===== config.mk =====
export PLATFORM = sky130hd
export DESIGN_NAME = osc_sweep_ctrl
export DESIGN_NICKNAME = d
export VERILOG_FILES = /design/src/rtl/osc_sweep_ctrl.sv
export SDC_FILE = /design/constraint.sdc
export NUM_CORES = 1
export LEC_CHECK = 0
export CAP_MARGIN = 20
export CORE_MARGIN = 2
export CORE_UTILIZATION = 45
export CTS_CLUSTER_SIZE = 30
export DETAILED_ROUTE_END_ITERATION = 8
export GPL_TIMING_DRIVEN = 0
export PLACE_DENSITY = 0.77
export SLEW_MARGIN = 25
export SYNTH_ARGS = -nofsm -noshare
export SYNTH_HDL_FRONTEND = slang
export SYNTH_SLANG_ARGS = --single-unit

===== constraint.sdc =====
create_clock -name clk -period 2.8 [get_ports clk]
set_input_delay 0.84 -clock clk [delete_from_list [all_inputs] [get_ports clk]]
set_output_delay 0.84 -clock clk [all_outputs]
set_load 0.02 [all_outputs]

===== src/rtl/osc_sweep_ctrl.sv =====
// Sweeps all 256 stimulus vectors into a combinational loop and counts the vectors that oscillate.
// Each vector takes SETTLE+OBS+1 cycles; done pulses 256*(SETTLE+OBS+1)+1 cycles after start is sampled.
// No backpressure: start is honoured only in IDLE, and abort cancels a sweep on the next edge.
module osc_sweep_ctrl #(
    parameter int SETTLE = 4,
    parameter int OBS    = 8,
    parameter int HIT_TH = 2
) (
    input  logic       clk,
    input  logic       rst_n,
    input  logic       start,
    input  logic       abort,
    input  logic       osc_flag,
    output logic [7:0] vec,
    output logic       busy,
    output logic       done,
    output logic [8:0] osc_cnt,
    output logic [7:0] first_vec,
    output logic       first_valid
);

    typedef enum logic [2:0] {
        ST_IDLE,
        ST_SETTLE,
        ST_OBSERVE,
        ST_NEXT,
        ST_DONE
    } state_t;

    localparam logic [3:0] SETTLE_LAST = 4'(SETTLE - 1);
    localparam logic [3:0] OBS_LAST    = 4'(OBS - 1);
    localparam logic [3:0] HIT_MIN     = 4'(HIT_TH);

    state_t     state, state_nxt;
    logic [1:0] sync_q;
    logic       flag_s;
    logic [3:0] timer, timer_nxt;
    logic [3:0] hit, hit_nxt;
    logic [7:0] vec_nxt;
    logic [8:0] osc_cnt_nxt;
    logic [7:0] first_vec_nxt;
    logic       first_valid_nxt;

    assign flag_s = sync_q[1];
    assign busy   = (state == ST_SETTLE) || (state == ST_OBSERVE) || (state == ST_NEXT);
    assign done   = (state == ST_DONE);

    // osc_flag comes from a free-running loop, so it is never used before two flops.
    always_ff @(posedge clk or negedge rst_n) begin
        if (!rst_n) begin
            sync_q <= 2'b00;
        end else begin
            sync_q <= {sync_q[0], osc_flag};
        end
    end

    always_ff @(posedge clk or negedge rst_n) begin
        if (!rst_n) begin
            state       <= ST_IDLE;
            timer       <= 4'd0;
            hit         <= 4'd0;
            vec         <= 8'd0;
            osc_cnt     <= 9'd0;
            first_vec   <= 8'd0;
            first_valid <= 1'b0;
        end else begin
            state       <= state_nxt;
            timer       <= timer_nxt;
            hit         <= hit_nxt;
            vec         <= vec_nxt;
            osc_cnt     <= osc_cnt_nxt;
            first_vec   <= first_vec_nxt;
            first_valid <= first_valid_nxt;
        end
    end

    always_comb begin
        state_nxt       = state;
        timer_nxt       = timer;
        hit_nxt         = hit;
        vec_nxt         = vec;
        osc_cnt_nxt     = osc_cnt;
        first_vec_nxt   = first_vec;
        first_valid_nxt = first_valid;
        case (state)
            ST_IDLE: begin
                if (start) begin
                    osc_cnt_nxt     = 9'd0;
                    first_vec_nxt   = 8'd0;
                    first_valid_nxt = 1'b0;
                    vec_nxt         = 8'd0;
                    timer_nxt       = 4'd0;
                    state_nxt       = ST_SETTLE;
                end
            end
            ST_SETTLE: begin
                if (abort) begin
                    state_nxt = ST_IDLE;
                end else if (timer == SETTLE_LAST) begin
                    timer_nxt = 4'd0;
                    hit_nxt   = 4'd0;
                    state_nxt = ST_OBSERVE;
                end else begin
                    timer_nxt = timer + 4'd1;
                end
            end
            ST_OBSERVE: begin
                if (abort) begin
                    state_nxt = ST_IDLE;
                end else begin
                    if (flag_s && (hit != 4'hF)) begin
                        hit_nxt = hit + 4'd1;
                    end
                    if (timer == OBS_LAST) begin
                        timer_nxt = 4'd0;
                        state_nxt = ST_NEXT;
                    end else begin
                        timer_nxt = timer + 4'd1;
                    end
                end
            end
            ST_NEXT: begin
                // abort wins: the vector under test is neither classified nor advanced.
                if (abort) begin
                    state_nxt = ST_IDLE;
                end else begin
                    if (hit >= HIT_MIN) begin
                        osc_cnt_nxt = osc_cnt + 9'd1;
                        if (!first_valid) begin
                            first_vec_nxt   = vec;
                            first_valid_nxt = 1'b1;
                        end
                    end
                    if (vec == 8'hFF) begin
                        state_nxt = ST_DONE;
                    end else begin
                        vec_nxt   = vec + 8'd1;
                        timer_nxt = 4'd0;
                        state_nxt = ST_SETTLE;
                    end
                end
            end
            ST_DONE: begin
                state_nxt = ST_IDLE;
            end
            default: begin
                state_nxt = ST_IDLE;
            end
        endcase
    end

endmodule


==> results.py <==
metrics = {
    "routing": {
        "wl_um": 4180,
        "vias": 1695,
        "drt_iter0_drc": 159,
        "first_pass_iters": 4,
        "wire_per_inst_um": 13.7,
        "ant_nets": 0,
        "viasPerCell": 5.54,
        "drc": 0,
    },
    "floorplan": {
        "start_util": 0.471,
        "fp.dieH_um": 72.0,
        "die_w_um": 72.0,
        "core_um2": 4410,
        "rows": 24,
        "io_pins": 33,
        "die_area_um2": 5180,
    },
    "min_path": {
        "hold_start": "sync_q[0]$_DFF_PN0_",
        "hold_class": "flip-flop to flip-flop",
        "hold_end": "sync_q[1]$_DFF_PN0_",
        "whs_path_depth": 0,
    },
    "worst_setup_path": {
        "rrSetupSlack_ns": 0.71,
        "worstPathArrival_ns": 1.77,
        "worst_setup_path_start_kind": "flip-flop",
        "reg2reg_depth": 6,
        "r2r-start": "state[2]$_DFFE_PN0P_",
        "crit_type": "flip-flop to output pin",
        "critPathCaptureType": "output pin",
        "crit_fanout": 15,
        "regToRegEndpoint": "osc_cnt[7]$_DFFE_PN0P_",
        "cp.required_ns": 1.96,
    },
    "logic_synthesis": {
        "synth_edf_count": 0,
        "ys_warn_count": 0,
        "ys_ff_latch": 39,
        "synth-seq-area-share": 0.470,
        "yosysTopAreaCell": "dfrtp_1",
        "ys.flop_type": "dfrtp_1",
        "avgSynthCellArea_um2": 9.67,
        "syn_nets": 225,
        "synthCells": 215,
        "async_reset_ff_frac": 1.00,
        "yosys.area.top_type_share": 0.470,
        "ys_types": 45,
        "syn-cell-area_um2": 2080,
        "ys_top_cells_by_area": "dfrtp_1 (47%), mux2i_1 (5.8%), o21ai_0 (4.1%), nand2_1 (3.6%), nand3_1 (3.1%)",
    },
    "sta": {
        "max-slew-margin-rel": 0.519,
        "hold_viol_final": 0,
        "period_needed_ns": 2.61,
        "tightest_slew_ns": 0.720,
        "period_share": 0.933,
        "clock_skew_ns": 0.00365,
        "finalMaxSlewViolations": 0,
        "grt_setup_unrepaired": "false",
        "setup_viol": 0,
        "fmax_mhz": 383,
    },
    "final_layout": {
        "num-nets-final": 263,
        "drive_above_1_share": 0.0984,
        "final_cell_mix": "dfrtp_1 (38), clkdlybuf4s50_1 (31), nand2_1 (20), o21ai_0 (17), inv_1 (14)",
        "syn_to_final_growth_pct": 25.0,
        "fill_cells": 387,
        "multi_input_area_um2": 1010,
        "final_common_cell": "dfrtp_1",
        "final_area_um2": 2600,
        "final_cells": 306,
        "diodes": 0,
        "register_area_um2": 977,
    },
    "power": {
        "p_leak_uw": 0.00109,
        "powerDensity_nw_per_um2": 551,
        "peakVddDrop_mv": 0.335,
    },
    "grt": {
        "grt_pass1_wl_um": 7160,
        "antenna_found_initial": 0,
        "grt-ovfl-total": 0,
        "grt_pass1_vias": 1595,
        "track_usage": 0.177,
        "grt_max_degree": 27,
    },
    "clocking": {
        "cts_tree": "yes",
        "clock_sinks": 39,
        "cts_setup_buffers": 0,
        "cts_htree_levels": 2,
        "clock_latency_ns": 0.29,
        "numCtsBuffers": 5,
        "cts_hold_buf": 0,
        "clockBufferDepth": 2,
        "clkTransAtPathRegs_ns": 0.07,
        "root_buffer": "clkbuf_8",
    },
    "run": {
        "drv_cap": 0,
    },
    "outcome": {
        "outcome": "finished clean",
    },
    "placed_design": {
        "numPortBuffers": 32,
        "dpl-instance-area_um2": 2480,
        "hpwl_um": 3140,
        "dpl.cell_count": 300,
        "place.gp.congestion": 0.830,
    },
}
-- flip-flops by register name, indices dropped and copies added, names as in the netlist --
| name | flops |
|---|---|
| state | 3 |
| first_vec | 8 |
| sync_q | 2 |
| vec | 8 |
| hit | 4 |
| osc_cnt | 9 |
| timer | 4 |
| first_valid | 1 |
-- synth_stat cells, drive strengths merged (4+ instances only) --
master / n
or3: 7
nor3: 8
clkbuf: 4
nand2: 20
nand3b: 4
buf: 5
nor2: 6
mux2i: 12
nand3: 13
and3: 4
dfrtp: 39
nand4: 4
a21oi: 11
o21ai: 18
inv: 14
ha: 5
-- where the power goes --
group | total (uW) | internal [uW] | switching, uW
registers | 630 | 596 | 34.9
clock network | 478 | 288 | 189
logic | 322 | 134 | 188
-- critical path: stages, from the launching register on --
cell	delay, ns
dfrtp_2	0.51
inv_1	0.12
nor3_1	0.22
clkdlybuf4s50_1	0.63
-- per-layer routing --
| layer | global-route usage | wire length, um | vias to the layer above |
|---|---|---|---|
| met5 | 0 | 0 | - |
| met4 | 0.0755 | 65 | 0 |
| met3 | 0.0444 | 135 | 4 |
| met2 | 0.263 | 1950 | 29 |
| met1 | 0.248 | 2020 | 802 |
| li1 | - | - | 860 |
-- logic make-up after synthesis --
family | Yosys count | share of synthesized area
flops | 39 | 0.470
xor+xnor | 2 | 0.00843
simple gates | 86 | 0.235
fa+ha+maj | 5 | 0.0301
buf+inv | 23 | 0.0470
compound gates | 45 | 0.135
mux | 15 | 0.0741
-- worst max path at each step --
stage	startpoint	depth (start not counted)	slack (ns)	end
final	state[2]$_DFFE_PN0P_	3	0.19	done
after global routing	state[0]$_DFFE_PN0P_	4	0.10	busy
after CTS	state[2]$_DFFE_PN0P_	3	0.03	done
after detailed placement	start	5	-0.08	first_vec[3]$_DFFE_PN0P_
after global placement	rst_n	1	-0.08	sync_q[1]$_DFF_PN0_
after floorplan	start	6	0.59	osc_cnt[7]$_DFFE_PN0P_
-- layout make-up --
class / instances / share of cell area
Buffer: 7 / 0.0145
Clock buffer: 6 / 0.0318
Clock inverter: 2 / 0.0135
Inverter: 14 / 0.0202
Multi-Input combinational cell: 153 / 0.390
Sequential cell: 39 / 0.376
Tap cell: 52 / 0.0250
Timing Repair Buffer: 33 / 0.129
-- repair_timing --
action / 4_1_cts / 5_1_grt
resized for setup: 0 / 1
cloned: 0 / 0
hold endpoints to repair: 0 / 0
endpoints found under the setup margin: 1 / 2
-- stage by stage --
step,total power (uW),setup TNS (ns),setup slack (ns),utilization,hold WS (ns)
4_1_cts,1440,0,0.0294,0.587,0.363
3_5_place_dp,961,-0.651,-0.0752,0.562,0.346
3_3_place_gp,949,-3.69,-0.0839,0.558,0.333
2_1_floorplan,863,0,0.585,-,0.331
5_1_grt,1520,0,0.102,0.588,0.385
6_report,1430,0,0.189,0.588,0.359
(Power assumes the default switching activity.)
